==> src/rtl/mips_instr_fetch_if.sv <==
// Fetch-stage bus bundle: byte-wide instruction memory port, execute redirect,
// and the valid/ready word handshake toward decode.
interface mips_instr_fetch_if #(
  parameter int ADDR_W = 8
);
  logic              mem_rd_en;
  logic [ADDR_W-1:0] mem_addr;
  logic [7:0]        mem_rdata;
  logic              redirect_valid;
  logic [ADDR_W-1:0] redirect_pc;
  logic              instr_valid;
  logic              instr_ready;
  logic [31:0]       instr;
  logic [ADDR_W-1:0] instr_pc;
  logic              align_fault;

  modport master (
    output mem_rd_en, mem_addr, instr_valid, instr, instr_pc, align_fault,
    input  mem_rdata, redirect_valid, redirect_pc, instr_ready
  );

  modport slave (
    input  mem_rd_en, mem_addr, instr_valid, instr, instr_pc, align_fault,
    output mem_rdata, redirect_valid, redirect_pc, instr_ready
  );
endinterface

==> src/rtl/mips_instr_fetch.sv <==
// MIPS fetch stage: four byte reads per little-endian word, handed to decode by valid/ready.
// Optional MIPS_FETCH_ALIGN_CHECK_EN: misaligned redirect raises align_fault and idles the fetcher.
module mips_instr_fetch #(
  parameter int                ADDR_W   = 8,
  parameter logic [ADDR_W-1:0] RESET_PC = '0
) (
  input logic                clk,
  input logic                reset,
  mips_instr_fetch_if.master bus
);
  localparam int STAGES = 1;

`ifdef MIPS_FETCH_ALIGN_CHECK_EN
  localparam bit ALIGN_CHK = 1'b1;
`else
  localparam bit ALIGN_CHK = 1'b0;
`endif

  typedef enum logic [1:0] {FETCH, DRAIN, HOLD, IDLE} state_t;

  state_t                   state, state_nxt;
  logic [ADDR_W-1:0]        pc, pc_nxt, base, addr_q;
  logic [1:0]               byte_idx, byte_idx_nxt, issue_idx;
  logic [STAGES:0]          vld_pipe;
  logic [STAGES:0][1:0]     idx_pipe;
  logic [31:0]              instr_q;
  logic                     instr_valid_q, valid_nxt;
  logic                     fault_q, fault_nxt;
  logic                     issue, capture, last_byte, handshake, misalign;

  // vld_pipe[0] is the read strobe this cycle; vld_pipe[1] marks mem_rdata as live.
  assign handshake = instr_valid_q && bus.instr_ready;
  assign misalign  = ALIGN_CHK && (bus.redirect_pc[1:0] != 2'b00);
  assign capture   = vld_pipe[STAGES] && !bus.redirect_valid;
  assign last_byte = capture && (idx_pipe[STAGES] == 2'd3);

  always_comb begin
    state_nxt    = state;
    pc_nxt       = pc;
    byte_idx_nxt = byte_idx;
    valid_nxt    = instr_valid_q;
    fault_nxt    = fault_q;
    issue        = 1'b0;
    issue_idx    = byte_idx;
    base         = pc;
    if (bus.redirect_valid) begin
      pc_nxt    = bus.redirect_pc;
      base      = bus.redirect_pc;
      valid_nxt = 1'b0;
      fault_nxt = misalign;
      issue_idx = 2'd0;
      if (misalign) begin
        byte_idx_nxt = 2'd0;
        state_nxt    = IDLE;
      end else begin
        issue        = 1'b1;
        byte_idx_nxt = 2'd1;
        state_nxt    = FETCH;
      end
    end else begin
      case (state)
        FETCH: begin
          issue        = 1'b1;
          byte_idx_nxt = byte_idx + 2'd1;
          if (byte_idx == 2'd3) state_nxt = DRAIN;
        end
        DRAIN: begin
          if (last_byte) begin
            valid_nxt = 1'b1;
            state_nxt = HOLD;
          end
        end
        HOLD: begin
          // Start the next word on the handshake edge so words arrive every 6 cycles.
          if (handshake) begin
            pc_nxt       = pc + ADDR_W'(4);
            base         = pc + ADDR_W'(4);
            valid_nxt    = 1'b0;
            issue        = 1'b1;
            issue_idx    = 2'd0;
            byte_idx_nxt = 2'd1;
            state_nxt    = FETCH;
          end
        end
        default: ;
      endcase
    end
  end

  always_ff @(posedge clk or negedge reset) begin
    if (!reset) begin
      state         <= FETCH;
      pc            <= RESET_PC;
      byte_idx      <= 2'd0;
      vld_pipe      <= '0;
      idx_pipe      <= '0;
      addr_q        <= RESET_PC;
      instr_q       <= '0;
      instr_valid_q <= 1'b0;
      fault_q       <= 1'b0;
    end else begin
      state         <= state_nxt;
      pc            <= pc_nxt;
      byte_idx      <= byte_idx_nxt;
      instr_valid_q <= valid_nxt;
      fault_q       <= fault_nxt;
      // A redirect kills the byte already in flight from the old stream.
      vld_pipe      <= {vld_pipe[0] & ~bus.redirect_valid, issue};
      idx_pipe      <= {idx_pipe[0], issue_idx};
      if (issue)   addr_q <= base + ADDR_W'(issue_idx);
      if (capture) instr_q[8*idx_pipe[STAGES] +: 8] <= bus.mem_rdata;
    end
  end

  assign bus.mem_rd_en   = vld_pipe[0];
  assign bus.mem_addr    = addr_q;
  assign bus.instr_valid = instr_valid_q;
  assign bus.instr       = instr_q;
  assign bus.instr_pc    = pc;
  assign bus.align_fault = ALIGN_CHK ? fault_q : 1'b0;
endmodule
==> src/flat_wrapper.sv <==
// flat-port wrapper written by rule: the top's interface ports become plain ports
module mips_instr_fetch_flat 
#(
  parameter int                ADDR_W   = 8,
  parameter logic [ADDR_W-1:0] RESET_PC = '0
)
  (clk, reset, bus_mem_rd_en, bus_mem_addr, bus_instr_valid, bus_instr, bus_instr_pc, bus_align_fault, bus_mem_rdata, bus_redirect_valid, bus_redirect_pc, bus_instr_ready);
  mips_instr_fetch_if #(.ADDR_W(ADDR_W)) bus_i ();
  input logic clk;
  input logic reset;
  output wire logic [$bits(bus_i.mem_rd_en)-1:0] bus_mem_rd_en;
  output wire logic [$bits(bus_i.mem_addr)-1:0] bus_mem_addr;
  output wire logic [$bits(bus_i.instr_valid)-1:0] bus_instr_valid;
  output wire logic [$bits(bus_i.instr)-1:0] bus_instr;
  output wire logic [$bits(bus_i.instr_pc)-1:0] bus_instr_pc;
  output wire logic [$bits(bus_i.align_fault)-1:0] bus_align_fault;
  input wire logic [$bits(bus_i.mem_rdata)-1:0] bus_mem_rdata;
  input wire logic [$bits(bus_i.redirect_valid)-1:0] bus_redirect_valid;
  input wire logic [$bits(bus_i.redirect_pc)-1:0] bus_redirect_pc;
  input wire logic [$bits(bus_i.instr_ready)-1:0] bus_instr_ready;
  assign bus_mem_rd_en = bus_i.mem_rd_en;
  assign bus_mem_addr = bus_i.mem_addr;
  assign bus_instr_valid = bus_i.instr_valid;
  assign bus_instr = bus_i.instr;
  assign bus_instr_pc = bus_i.instr_pc;
  assign bus_align_fault = bus_i.align_fault;
  assign bus_i.mem_rdata = bus_mem_rdata;
  assign bus_i.redirect_valid = bus_redirect_valid;
  assign bus_i.redirect_pc = bus_redirect_pc;
  assign bus_i.instr_ready = bus_instr_ready;
  mips_instr_fetch #(.ADDR_W(ADDR_W), .RESET_PC(RESET_PC)) u_core (.clk(clk), .reset(reset), .bus(bus_i));
endmodule
==> config.mk <==
export PLATFORM = sky130hd
export DESIGN_NAME = mips_instr_fetch_flat
export DESIGN_NICKNAME = d
export VERILOG_FILES = /design/src/rtl/mips_instr_fetch_if.sv /design/src/rtl/mips_instr_fetch.sv /design/src/flat_wrapper.sv
export SDC_FILE = /design/constraint.sdc
export NUM_CORES = 1
export LEC_CHECK = 0
export CORE_MARGIN = 10
export CORE_UTILIZATION = 44
export DETAILED_ROUTE_END_ITERATION = 16
export PLACE_DENSITY_LB_ADDON = 0.12
export SLEW_MARGIN = 15
export SYNTH_ARGS = -nofsm -noshare
export SYNTH_HDL_FRONTEND = slang
export SYNTH_SLANG_ARGS = --single-unit
==> constraint.sdc <==
create_clock -name clk -period 2.2 [get_ports clk]
set_input_delay 0.22 -clock clk [delete_from_list [all_inputs] [get_ports clk]]
set_output_delay 0.22 -clock clk [all_outputs]
set_load 0.02 [all_outputs]
==> out/metrics.csv, run 1 <==
metric;value;unit
final_common_cell;clkdlybuf4s50_1;
crit_path_end_kind;flop;
ys_warn_count;0;
multiInputGateArea;1270;um2
top_usage_layer;met2;
cp-startpoint;u_core.state[0];
synth_area;2770;um2
status;finished clean;
finalSetupTns;0;ns
reg2reg_from;u_core.state[0];
final_util;0.666;
grt_use_met1;0.195;
synthArstFlopShare;1.00;
start_util;0.460;
drtIter0Drc;59;
synthFlopType;dfrtp_1;
rrSetupSlack;0.001;ns
layout_common_cells;clkdlybuf4s50_1, dfrtp_1, a22o_1;
start_kind;flop;
worst_slew_pin_slew;0.631;ns
p_leak;1.78;nW
max_freq;455;MHz
die-area;9880;um2
avgSynthCellArea;11.9;um2
antenna_left;0;
setup_violations;0;
cp_data_required_time;2.45;ns
core;6030;um2
maxSlewHeadroom;0.580;
post-route-drc-count;0;
area_growth_syn_to_layout;44.7;%
hold_ws;0.353;ns
min_from;u_core.idx_pipe[0];
track_usage;0.155;
nets;370;
vias;2237;
via_per_inst;5.36;
timing.final.crit_share;0.999;
p_per_area;1000;nW/um2
hold_class;reg -> reg;
final_hold_viol_count;0;
path_clk_slew;0.07;ns
grt_util_met3;0.0443;
cap_violations;0;
io_buffers;69;
critPathKind;reg -> reg;
slew_viol_final;0;
use_met2;0.245;
synth-seq-cells;59;
syn_inst;233;
avgRoutedWirePerCell;17.7;um
total_power;4.03;mW
grt_pass1_vias;2418;
synth_seq_area_share;0.532;
num_rows;28;
n_antenna_cell;0;
clkLatencyLatePin;0.34;ns
syn_nets;266;
grt_pass1_wl;12.4;mm
regArea;1480;um2
num-fill-cells;489;
dp_hpwl;5.58;mm
htreeDepth;3;
place_area;3700;um2
grt_max_degree;33;
design_area;4010;um2
cts_tree;built;
first_pass_iters;4;
rsz0062_at_grt;yes;
cts_buffer_depth;2;
cts_root_buffer;clkbuf_8;
die_y;99.4;um
irDropWorstVdd;877;uV
cts_sinks;59;
crit_arrival;2.45;ns
gp_congestion;0.808;
synth_edf_count;0;
min_period;2.20;ns
antenna_found_initial;0;
yosysUniqueCellTypes;52;
drive_gt1_frac;0.222;
io_pins;71;
finClkSkew;0.0128;ns
wl;7.38;mm
die_w;99.4;um
path_max_fanout;2;
grt_overflow_total;0;
numCtsBuffers;9;
==> registers in the layout, indices dropped and copies added, names as in the netlist <==
register,cells
u_core.bus.instr,32
u_core.bus.instr_pc,8
u_core.bus.mem_addr,8
u_core.idx_pipe,4
u_core.byte_idx,2
u_core.state,2
u_core.vld_pipe,2
u_core.bus.instr_valid,1
==> timing repair <==
| action | 4_1_cts | 5_1_grt |
|---|---|---|
| hold buffers | 1 | 0 |
| endpoints found under the setup margin | 1 | 3 |
| buffers inserted | 3 | 4 |
| pin swaps | 4 | 8 |
| endpoints found under the hold margin | 26 | 0 |
| resized for setup | 6 | 4 |
==> final cells by class <==
cell class | count | area share
Sequential cell | 59 | 0.368
Multi-Input combinational cell | 155 | 0.316
Timing Repair Buffer | 100 | 0.231
Clock buffer | 10 | 0.0343
Tap cell | 75 | 0.0234
Clock inverter | 6 | 0.0162
Inverter | 12 | 0.0112
==> where the power goes <==
| part | switching, mW | internal, mW | leakage (nW) | total (mW) |
|---|---|---|---|---|
| logic | 0.780 | 0.759 | 0.913 | 1.54 |
| registers | 0.167 | 1.33 | 0.767 | 1.50 |
| clock network | 0.442 | 0.553 | 0.102 | 0.995 |
| total | 1.39 | 2.64 | 1.78 | 4.03 |
==> metrics by stage <==
stage / setup WS (ns) / instances
3_5_place_dp: -0.203 / 393
3_3_place_gp: -0.140 / 393
4_1_cts: -0.0120 / 413
5_1_grt: -0.131 / 417
2_1_floorplan: -0.000588 / 233
6_report: 0.00149 / 417
==> cell usage after synthesis (2+ instances only) <==
cell type | n | area share
a21oi_1 | 2 | 0.0036
nand2b_1 | 4 | 0.0090
a211o_1 | 2 | 0.0063
mux2_2 | 4 | 0.016
xor2_1 | 2 | 0.0063
a22o_1 | 32 | 0.10
buf_6 | 4 | 0.016
dfrtp_1 | 59 | 0.53
nor2b_1 | 5 | 0.011
buf_4 | 2 | 0.0054
o211ai_1 | 2 | 0.0054
o21ai_0 | 4 | 0.0072
nand4_1 | 4 | 0.0090
ha_1 | 12 | 0.054
nor2_1 | 10 | 0.014
mux2i_1 | 2 | 0.0072
nor4_2 | 2 | 0.0090
o31ai_1 | 2 | 0.0054
a31oi_1 | 4 | 0.0090
o21a_1 | 3 | 0.0081
nand2_1 | 23 | 0.031
nor3_1 | 4 | 0.0072
nand3_1 | 4 | 0.0072
xnor2_1 | 2 | 0.0063
nand3b_1 | 2 | 0.0054
inv_1 | 11 | 0.015
==> layer usage <==
metal / part of all wire / routed length (um) / vias to the layer above
li1: - / - / 1069
met1: 0.46 / 3410 / 1113
met2: 0.47 / 3490 / 47
met3: 0.051 / 380 / 8
met4: 0.013 / 98 / 0
met5: 0 / 0 / -
==> cell families (layout without fill, tap and decap cells) <==
logic type,Yosys count,in the layout,synth area share
other,1,1,0.00135
flip-flops,59,59,0.532
adder cells (fa/ha/maj),13,13,0.0614
AO/OA/AOI/OAI,60,60,0.176
multiplexers,6,6,0.0235
AND/OR/NAND/NOR,71,71,0.153
buffers and inverters,19,128,0.0393
XOR/XNOR,4,4,0.0126
==> critical path, stage by stage, from the launching register on <==
cell and delay, ns:
dfrtp_1 0.40, inv_2 0.08, ha_4 0.13, and3_4 0.19, nor2_4 0.04, nand2_2 0.08
inv_2 0.05, ha_4 0.25, a21oi_2 0.05, a221o_2 0.32, nor3_4 0.20, o2111ai_2 0.13
a31oi_1 0.19
==> worst paths after layout <==
check	end	cells after the start
setup / recovery	u_core.bus.mem_addr[7]	12
min in group asynchronous	u_core.bus.instr_valid	2
hold reg to reg	u_core.idx_pipe[2]	0
setup reg to reg	u_core.bus.mem_addr[7]	12
max in group asynchronous	u_core.bus.instr[8]	3
hold / removal	u_core.idx_pipe[2]	0
No activity file was read; power rests on OpenSTA's default activity.
==> inputs of run 2 (changes only) <==
--- a/config.mk
+++ b/config.mk
@@ -6,10 +6,9 @@
 export NUM_CORES = 1
 export LEC_CHECK = 0
 export CORE_MARGIN = 10
-export CORE_UTILIZATION = 44
+export CORE_UTILIZATION = 49
 export DETAILED_ROUTE_END_ITERATION = 16
 export PLACE_DENSITY_LB_ADDON = 0.12
-export SLEW_MARGIN = 15
 export SYNTH_ARGS = -nofsm -noshare
 export SYNTH_HDL_FRONTEND = slang
 export SYNTH_SLANG_ARGS = --single-unit
==> constraint.sdc (replaced) <==
create_clock -name clk -period 2.15 [get_ports clk]
set_input_delay 0.215 -clock clk [delete_from_list [all_inputs] [get_ports clk]]
set_output_delay 0.215 -clock clk [all_outputs]
set_load 0.02 [all_outputs]
==> out/metrics.csv, run 2 (synthesis results as in run 1) <==
metric;value;unit
status;finished clean;
dp_slack;-0.228;ns
setup_violations;0;
final_util;0.728;
final_common_cell;clkdlybuf4s50_1;
min_period;2.12;ns
p_switching;1.41;mW
n_antenna_cell;0;
cp_data_required_time;2.35;ns
maxSlewHeadroom;0.500;
numCtsBuffers;9;
p_per_area;1030;nW/um2
die-area;9070;um2
rsz0062_at_grt;yes;
clockPowerShare;0.239;
die_w;95.2;um
io_buffers;69;
start_kind;flop;
timing.final.crit_share;0.987;
path_max_fanout;2;
cts_tree;built;
grt_max_degree;60;
largest_reg_flops;32;
grt_overflow_total;0;
irDropWorstVdd;766;uV
start_util;0.504;
core;5510;um2
antenna_left;0;
layout_common_cells;clkdlybuf4s50_1, dfrtp_1, buf_4;
via_per_inst;5.42;
path_clk_slew;0.07;ns
cts_root_buffer;clkbuf_8;
grt_pass1_vias;2237;
area_growth_syn_to_layout;44.6;%
total_power;4.13;mW
hold_ws;0.0333;ns
crit_path_end_kind;flop;
clkLatencyLatePin;0.33;ns
cts_buffer_depth;2;
internal-power;2.71;mW
gp_congestion;0.826;
seqPwrFrac;0.371;
drive_gt1_frac;0.230;
dpl.cell_count;397;
vias;2250;
first_pass_iters;4;
worst_slew_pin_slew;0.750;ns
max_freq;471;MHz
track_usage;0.171;
finClkSkew;0.00838;ns
p_leak;1.79;nW
io_pins;71;
crit_arrival;2.32;ns
dp_hpwl;5.37;mm
cap_violations;0;
antenna_found_initial;0;
design_area;4010;um2
hold_class;in -> async;
final_hold_viol_count;0;
htreeDepth;3;
nets;372;
slew_viol_final;0;
pwr-share-comb;0.390;
num_rows;27;
finalSetupTns;0;ns
wl;7.37;mm
cts_sinks;59;
post-route-drc-count;0;
critPathKind;reg -> reg;
instances_no_fill;415;
place_area;3750;um2
grt_pass1_wl;12.0;mm
switching_share;0.343;
avgRoutedWirePerCell;17.8;um
finalWorstSetupSlack;0.0288;ns
die_y;95.2;um
drtIter0Drc;107;
[run 2: power groups by stage]
stage                     logic (mW)  registers (mW)  clock network [mW]
after detailed placement        1.55            1.54                   0
after floorplan                0.597            1.76                   0
after global placement          1.53            1.53                   0
after global routing            1.75            1.56                1.07
after CTS                       1.61            1.53                1.01
final                           1.61            1.53               0.984
[run 2: path summary, 6_finish.rpt]
| path | startpoint | endpoint | slack (ns) | cells past startpoint |
|---|---|---|---|---|
| setup / recovery | u_core.state[0] | u_core.bus.mem_addr[7] | 0.03 | 12 |
| hold / removal | reset | u_core.bus.instr_pc[5] | 0.03 | 2 |
| setup reg to reg | u_core.state[0] | u_core.bus.mem_addr[7] | 0.03 | 12 |
| hold reg to reg | u_core.idx_pipe[0] | u_core.idx_pipe[2] | 0.35 | 0 |
| max in group asynchronous | reset | u_core.bus.instr[28] | 1.62 | 2 |
| min in group clk | u_core.idx_pipe[0] | u_core.idx_pipe[2] | 0.35 | 0 |
[run 2: layout make-up]
| cell class | count | area, um2 |
|---|---|---|
| repair buffers | 102 | 933 |
| clock inverters | 5 | 53.8 |
| fillers | 385 | 1500 |
| inverters | 12 | 45.0 |
| multi-input cells | 155 | 1270 |
| flip-flops and latches | 59 | 1480 |
| clock buffers | 10 | 138 |
| well taps | 72 | 90.1 |
[run 2: critical path, cell delays in order, from the launching register on]
cell	delay [ns]
dfrtp_1	0.39
inv_2	0.09
ha_4	0.14
and3_4	0.19
nor2_4	0.04
nand2_2	0.05
inv_2	0.05
ha_4	0.26
a21oi_2	0.05
a221o_2	0.32
nor3_4	0.17
a311o_1	0.17
a31oi_1	0.08
[run 2: what timing repair did]
action,CTS,global route
pin swaps,7,4
endpoints found under the setup margin,2,5
resized for setup,6,4
hold buffers,0,0
setup buffers,2,1
[run 2: per-layer routing]
layer / wire length, um / track usage
met2: 3370 / 0.234
met3: 573 / 0.0762
met1: 3380 / 0.240
met5: 0 / 0
met4: 44 / 0.0411
==> inputs of run 3 (changes only) <==
--- a/config.mk
+++ b/config.mk
@@ -6,7 +6,7 @@
 export NUM_CORES = 1
 export LEC_CHECK = 0
 export CORE_MARGIN = 10
-export CORE_UTILIZATION = 49
+export CORE_UTILIZATION = 44
 export DETAILED_ROUTE_END_ITERATION = 16
 export PLACE_DENSITY_LB_ADDON = 0.12
 export SYNTH_ARGS = -nofsm -noshare
==> constraint.sdc (replaced) <==
create_clock -name clk -period 1.8 [get_ports clk]
set_input_delay 0.18 -clock clk [delete_from_list [all_inputs] [get_ports clk]]
set_output_delay 0.18 -clock clk [all_outputs]
set_load 0.02 [all_outputs]
==> out/metrics.csv, run 3 (synthesis results as in run 1) <==
metric;value;unit
crit_path_end_kind;flop;
die_w;99.4;um
num_rows;28;
htreeDepth;3;
via_per_inst;5.32;
final_util;0.694;
dpl.cell_count;408;
design_area;4180;um2
crit_end;u_core.bus.mem_addr[7];
critPathKind;reg -> reg;
die-area;9880;um2
max_freq;468;MHz
dp_hpwl;5.51;mm
p_per_area;1230;nW/um2
dp_slack;-0.618;ns
path_clk_slew;0.07;ns
antenna_found_initial;0;
die_y;99.4;um
hold_ws;0.347;ns
track_usage;0.157;
total_power;5.13;mW
final_common_cell;clkdlybuf4s50_1;
timing.final.crit_share;1.19;
grt_overflow_total;0;
avgRoutedWirePerCell;17.7;um
n_antenna_cell;0;
drive_gt1_frac;0.268;
status;finished with violations;
crit_family;compound AO/OA/AOI/OAI gates;
grt_pass1_wl;12.5;mm
r2r-end;u_core.bus.mem_addr[7];
wl;7.63;mm
layout_common_cells;clkdlybuf4s50_1, dfrtp_1, buf_4;
reg2reg_depth;12;
numCtsBuffers;9;
antenna_left;0;
grt_pass1_vias;2309;
gp_congestion;0.810;
io_buffers;69;
drtIter0Drc;106;
place_area;3820;um2
reg2reg_from;u_core.state[0];
vias;2287;
instances_no_fill;430;
finalWorstSetupSlack;-0.336;ns
rsz0062_at_grt;yes;
hold_class;reg -> reg;
cp-startpoint;u_core.state[0];
path_cells;inv_2 -> ha_4 -> and3_4 -> nor2_4 -> nand2_2 -> inv_2 -> ha_4 -> a21oi_2 -> a221o_2 -> nor3_4 -> a311o_1 -> a31oi_1;
post-route-drc-count;0;
cpMaxStageDelayCell;dfrtp_1;
core;6030;um2
cap_violations;0;
rrSetupSlack;-0.34;ns
io_pins;71;
min_period;2.14;ns
cts_tree;built;
grt_max_degree;60;
cp_data_required_time;2.01;ns
cts_root_buffer;clkbuf_8;
cts_buffer_depth;2;
first_pass_iters;4;
start_kind;flop;
setup_violations;7;
finalSetupTns;-1.43;ns
irDropWorstVdd;779;uV
clkLatencyLatePin;0.33;ns
path_max_fanout;2;
max_stage_delay;0.39;ns
failed_checks;negative setup slack;
slew_viol_final;0;
p_leak;1.85;nW
start_util;0.460;
critPathBufInv;2;
area_growth_syn_to_layout;50.8;%
largest_reg_flops;32;
final_hold_viol_count;0;
nets;384;
crit_arrival;2.35;ns
finClkSkew;0.00514;ns
num-fill-cells;469;
path_depth;12;
cts_sinks;59;
run 3: changes by cell type in the layout (fill, tap and decap cells not counted), sizes merged:
cell	delta
dlygate4sd3	+1
clkinvlp	+2
buf	+11
clkbuf	+1
clkinv	-3
run 3: worst min-delay path by stage:
stage / cells after the start / endpoint / from
global placement: 2 / u_core.bus.instr_pc[6] / reset
detailed placement: 2 / u_core.bus.instr_pc[6] / reset
global route: 0 / u_core.idx_pipe[2] / u_core.idx_pipe[0]
finish: 0 / u_core.idx_pipe[2] / u_core.idx_pipe[0]
floorplan: 0 / u_core.bus.instr[0] / reset
CTS: 0 / u_core.idx_pipe[2] / u_core.idx_pipe[0]
run 3: cell type report:
type                       count  area, um2  share of cell area
multi-input combinational    155       1320               0.316
inverter                      12       45.0              0.0108
tap                           75       93.8              0.0224
clock inverter                 4       50.0              0.0120
timing repair buffer         114       1040               0.249
clock buffer                  11        151              0.0362
sequential                    59       1480               0.353
run 3: repair_timing:
| item | in CTS | in global routing |
|---|---|---|
| gates resized for setup | 10 | 8 |
| hold buffers | 1 | 0 |
| setup endpoints to repair | 7 | 10 |
| gates cloned | 0 | 0 |
| pin swaps | 9 | 6 |
| buffers inserted | 3 | 3 |
| endpoints found under the hold margin | 59 | 0 |
run 3: metal layers:
metal	GRT usage	vias up	wire length [um]
met5	0	-	0
met4	0.0717	0	133
met3	0.0471	10	453
met2	0.223	61	3480
met1	0.212	1127	3560
li1	-	1089	-
run 3: report_power, final:
group	leakage [nW]	switching (mW)	internal (mW)
registers	0.767	0.186	1.62
clock network	0.0974	0.530	0.705
logic	0.982	1.03	1.05
total	1.85	1.75	3.38
